## src/rtl/add_round_key_acc.sv

```systemverilog
// add_round_key_acc: AddRoundKey column accumulator.
// Takes one state column and one round-key word per handshake. Each column is
// either XORed with its key word or passed through unchanged. NCOL consecutive
// columns are packed into one state block, which is offered on a valid/ready
// output with back-pressure.

// One column slice of the block. It is written only when selected, and it
// holds its value between blocks.
module ark_col #(
    parameter int WORD_W = 32
) (
    input  logic              clk,
    input  logic              reset,
    input  logic              i_we,
    input  logic              i_bypass,
    input  logic [WORD_W-1:0] i_col,
    input  logic [WORD_W-1:0] i_key,
    output logic [WORD_W-1:0] o_slice
);
    logic [WORD_W-1:0] r_slice;

    // Store the column either raw or key-mixed. Reset clears the slice.
    always_ff @(posedge clk) begin
        if (reset)
            r_slice <= '0;
        else if (i_we)
            r_slice <= i_bypass ? i_col : (i_col ^ i_key);
    end

    assign o_slice = r_slice;
endmodule

module add_round_key_acc #(
    parameter int WORD_W = 32,
    parameter int NCOL   = 4
) (
    input  logic                     clk,
    input  logic                     reset,
    input  logic                     in_valid,
    output logic                     in_ready,
    input  logic [WORD_W-1:0]        in_col,
    input  logic [WORD_W-1:0]        in_key,
    input  logic                     in_bypass,
    input  logic                     abort,
    output logic                     out_valid,
    input  logic                     out_ready,
    output logic [NCOL*WORD_W-1:0]   out_block,
    output logic [((NCOL > 1) ? $clog2(NCOL) : 1)-1:0] col_idx
);
    localparam int IDX_W = (NCOL > 1) ? $clog2(NCOL) : 1;
    localparam logic [IDX_W-1:0] LAST_IDX = IDX_W'(NCOL - 1);

    typedef enum logic {
        S_FILL = 1'b0,
        S_FULL = 1'b1
    } state_t;

    state_t            r_state;
    state_t            w_state_nxt;
    logic [IDX_W-1:0]  r_idx;
    logic [IDX_W-1:0]  w_idx_nxt;
    logic              w_full;
    logic              w_accept;
    logic              w_xfer;
    logic              w_last;
    logic [NCOL-1:0]   w_we;
    // Element NCOL-1 holds column 0, so the packed array maps directly onto
    // out_block with column 0 in the most significant slice.
    logic [NCOL-1:0][WORD_W-1:0] w_slices;

    assign w_full = (r_state == S_FULL);
    // in_ready depends on out_ready only while a block is held. A new column
    // may be accepted on the same edge that hands the held block over.
    assign in_ready  = w_full ? out_ready : 1'b1;
    assign out_valid = w_full;
    // abort cancels both handshakes in the cycle where it is asserted.
    assign w_accept  = in_valid && in_ready && !abort;
    assign w_xfer    = w_full && out_ready && !abort;
    assign w_last    = (r_idx == LAST_IDX);

    // State and column index registers.
    always_ff @(posedge clk) begin
        if (reset) begin
            r_state <= S_FILL;
            r_idx   <= '0;
        end else begin
            r_state <= w_state_nxt;
            r_idx   <= w_idx_nxt;
        end
    end

    // Next state and next index. In FULL the index is always 0, so an accept
    // there writes column 0, and the same rule covers streaming.
    always_comb begin
        w_state_nxt = r_state;
        w_idx_nxt   = r_idx;
        if (abort) begin
            w_state_nxt = S_FILL;
            w_idx_nxt   = '0;
        end else if (w_accept) begin
            w_idx_nxt   = w_last ? '0 : r_idx + IDX_W'(1);
            w_state_nxt = w_last ? S_FULL : S_FILL;
        end else if (w_xfer) begin
            w_state_nxt = S_FILL;
        end
    end

    // One slice register per column. Column k lives in element NCOL-1-k.
    for (genvar j = 0; j < NCOL; j++) begin : g_col
        assign w_we[j] = w_accept && (r_idx == IDX_W'(NCOL - 1 - j));

        ark_col #(.WORD_W(WORD_W)) u_col (
            .clk      (clk),
            .reset    (reset),
            .i_we     (w_we[j]),
            .i_bypass (in_bypass),
            .i_col    (in_col),
            .i_key    (in_key),
            .o_slice  (w_slices[j])
        );
    end

    assign out_block = w_slices;
    assign col_idx   = r_idx;
endmodule

```

## config.mk

```make
export PLATFORM = sky130hd
export DESIGN_NAME = add_round_key_acc
export DESIGN_NICKNAME = d
export VERILOG_FILES = /design/src/rtl/add_round_key_acc.sv
export SDC_FILE = /design/constraint.sdc
export NUM_CORES = 1
export LEC_CHECK = 0
export CAP_MARGIN = 20
export CORE_ASPECT_RATIO = 0.9
export CORE_MARGIN = 2
export CORE_UTILIZATION = 42
export DETAILED_ROUTE_END_ITERATION = 8
export PLACE_DENSITY_LB_ADDON = 0.1
export SLEW_MARGIN = 5
export SYNTH_ARGS = -nofsm -noshare
export SYNTH_HDL_FRONTEND = slang
export SYNTH_SLANG_ARGS = --single-unit
```

## constraint.sdc

```tcl
create_clock -name clk -period 1.7 [get_ports clk]
set_input_delay 0.17 -clock clk [delete_from_list [all_inputs] [get_ports clk]]
set_output_delay 0.17 -clock clk [all_outputs]
set_load 0.005 [all_outputs]
```

==> run_results.csv, run 1 <==
group,metric,value,unit
routing,avgRoutedWirePerCell,18.76,um
status,status,"complete, no violations",
clock_tree,postCtsHoldBufs,0,
critical_path,worstSetupStartpointType,"register",
yosys,ys_warn_count,0,
yosys,async_reset_ff_share,0,%
yosys,syn_area,0.004668,mm2
routing,dr.pass1.iters,4,
critical_path,reg2reg_to,"g_col[3].u_col.o_slice[20]$_SDFFE_PP0P_",
grt,grt_pass1_wl,21710,um
yosys,ys_top_cells_by_area,"dfxtp_1 56%, o2bb2ai_1 24%, xnor2_1 6.0%",
worst_hold_path,min-delay-start,"g_col[0].u_col.o_slice[20]$_SDFFE_PP0P_",
worst_hold_path,hp-class,"reg -> reg",
critical_path,r2r-start,"col_idx[0]$_SDFFE_PP0P_",
sta,rsz0062_at_grt,"no",
sta,slew-limit-headroom,69.01,%
yosys,yosysTopAreaCellShare,56.18,%
floorplanning,die_w,115.1,um
critical_path,cp.arrival,1.50,ns
grt,grt_overflow,0,
sta,setup_viol,0,
yosys,yosys-top-cells-count,"131 x dfxtp_1, 128 x o2bb2ai_1, 34 x nor2b_1, 32 x xnor2_1, 16 x buf_2",
yosys,yosysSeqAreaShare,56.18,%
sta,finalHoldViolCount,0,
sta,skew,0.008341,ns
routing,drt_iter0_drc,146,
cells_and_area,syn_to_final_growth,63.39,%
routing,vias,3961,
placement,finalWeightedCongestion,0.7535,
clock_tree,cts.sinks,131,
critical_path,crit_type,"reg -> out",
placement,dp_hpwl,9617,um
sta,fmax,599.1,MHz
clock_tree,clockBufferDepth,2,
critical_path,crit_path_max_incr_delay,0.52,ns
floorplanning,core,0.01081,mm2
critical_path,critPathSlowestCell,"clkdlybuf4s50_1",
cells_and_area,stdcell_count,746,
clock_tree,cts_root_buf,"clkbuf_16",
critical_path,crit_required,1.53,ns
cells_and_area,fin_nets,676,
sta,post-route-min-period,1.669,ns
sta,slew_violations,0,
worst_hold_path,min_to,"g_col[0].u_col.o_slice[20]$_SDFFE_PP0P_",
yosys,yosysTopAreaCell,"dfxtp_1",
worst_hold_path,hold_depth,1,
floorplanning,ios,202,
yosys,synth.ff_latch_count,131,
clock_tree,cts_tree,"yes",
yosys,synth_edf_count,0,
floorplanning,fp.dieH,104.0,um
routing,drc,0,
routing,via_per_inst,5.310,
placement,numPortBuffers,201,
job,cap_violations,0,
grt,grt_pass1_vias,4077,
cells_and_area,finalCoreUtilization,70.56,%
power_and_ir_drop,p_leak,2.690,nW
cells_and_area,drive_above_1_share,11.42,%
power_and_ir_drop,power.density,992.0,mW/mm2
routing,routed_wl,13990,um
yosys,ys_types,20,
critical_path,worst-path-max-fanout,4,
critical_path,cp-end-kind,"output port",
grt,track_usage,23.42,%
floorplanning,die_area,0.01198,mm2
grt,grt_max_degree,33,
cells_and_area,n_antenna_cell,0,
floorplanning,num_rows,36,
clock_tree,htreeDepth,4,
critical_path,reg2reg_depth,6,
clock_tree,worstSkewPairLatency,0.41,ns
clock_tree,cts.clk_slew.worst_paths,0.06,ns
yosys,yosysMostFrequentCell,"dfxtp_1",
floorplanning,start_util,43.18,%
yosys,syn_area_per_cell,12.25,um2
sta,period_share,98.18,%
critical_path,crit_path_cell_trace,"nor2b_2, inv_2, clkdlybuf4s50_1",
routing,ant_nets,0,
yosys,synth_ff_type,"dfxtp_1",
yosys,syn_inst,381,
placement,dp_cells,716,
grt,antenna_found_initial,0,
critical_path,reg2reg_slack,0.12,ns
power_and_ir_drop,peakVddDrop,0.5388,mV
sta,tns,0,ns
sta,tightest_slew,0.4615,ns
clock_tree,cts_made_buffers,17,
yosys,syn_nets,455,
==> cell usage in the layout, fill, tap and decap left out, drive strengths merged <==
cell type,synthesis,routed
clkinvlp,0,3
nor2b,36,36
dfxtp,131,131
a31oi,4,4
clkbuf,3,18
clkinv,0,5
buf,25,29
and2b,1,1
inv,4,5
a21oi,3,3
o2bb2ai,128,128
or2,1,1
clkdlybuf4s50,0,201
nand4b,2,2
nand3,3,3
xnor2,32,32
bufinv,0,3
ha,4,4
or4,1,1
o21ai,2,2
nand2,1,1
==> metrics by stage <==
stage / setup slack (ns) / total power [mW] / hold WS, ns / instance area [um2]
after floorplan: 0.3410 / 3.516 / 0.3155 / 4668
after global routing: 0.003614 / 7.816 / 0.4741 / 7627
after detailed placement: 0.0004098 / 3.970 / 0.4452 / 7030
after CTS: 0.02279 / 7.619 / 0.4625 / 7627
after global placement: 0.06054 / 3.956 / 0.4425 / 7030
final: 0.03092 / 7.566 / 0.4581 / 7627
==> how the worst max path moves through the flow <==
stage	slack [ns]	endpoint	from	cells past startpoint
floorplan	0.34	g_col[3].u_col.o_slice[4]$_SDFFE_PP0P_	col_idx[0]$_SDFFE_PP0P_	6
global placement	0.06	g_col[0].u_col.o_slice[14]$_SDFFE_PP0P_	abort	5
detailed placement	0.0004	g_col[3].u_col.o_slice[28]$_SDFFE_PP0P_	out_ready	7
CTS	0.02	in_ready	out_valid$_SDFFE_PP0P_	3
global route	0.004	in_ready	out_valid$_SDFFE_PP0P_	3
finish	0.03	in_ready	out_valid$_SDFFE_PP0P_	3
==> registers in the layout (all words and copies together), names as in the netlist <==
name,count
out_valid,1
col_idx,2
g_col.u_col.o_slice,128
==> layout make-up <==
type                    count  area [um2]
clock inverters            12       157.7
flip-flops and latches    131        2623
fillers                   803        3183
repair buffers            230        2355
multi-input cells         218        1872
well taps                 133       166.4
clock buffers              18       439.2
inverters                   4       15.01
==> what timing repair did <==
item                                    CTS  global route
buffers inserted                          0             0
endpoints found under the setup margin    1             0
hold endpoints to repair                  0             0
resized for setup                         1             0
==> worst max-delay path: cells and delay by family, from the launching register on <==
family        cells  cell delay [ns]
buf+inv           2             0.62
flops             1             0.30
simple gates      1             0.17
==> routing by layer <==
metal	GRT usage, %	wire length, um	vias up
met2	38.78	6691	126
met4	7.315	120	0
li1	-	-	1873
met3	6.294	870	8
met1	29.61	6311	1954
met5	0	0	-
==> cell families (layout without fill, tap and decap cells) <==
| kind of cell | after synthesis | after routing | share of synthesized area (%) |
|---|---|---|---|
| AO/OA/AOI/OAI | 137 | 137 | 26.37 |
| XOR/XNOR | 32 | 32 | 6.004 |
| adder cells (fa/ha/maj) | 4 | 4 | 1.072 |
| buffers and inverters | 32 | 264 | 3.725 |
| flip-flops | 131 | 131 | 56.18 |
| AND/OR/NAND/NOR | 45 | 45 | 6.647 |
==> where the power goes <==
part	internal [mW]	leakage [nW]	switching, mW	total, mW
clock network	2.33	0.284	1.33	3.66
logic	0.420	1.35	0.320	0.740
registers	3.13	1.06	0.0355	3.17
total	5.88	2.69	1.68	7.57
Power figures use the tool's default switching activity.
==> inputs of run 2 (changes only) <==
- CAP_MARGIN: 20 -> 25
==> results of run 2 <==
The final DEF is identical to that of run 1; final timing and power are the same.
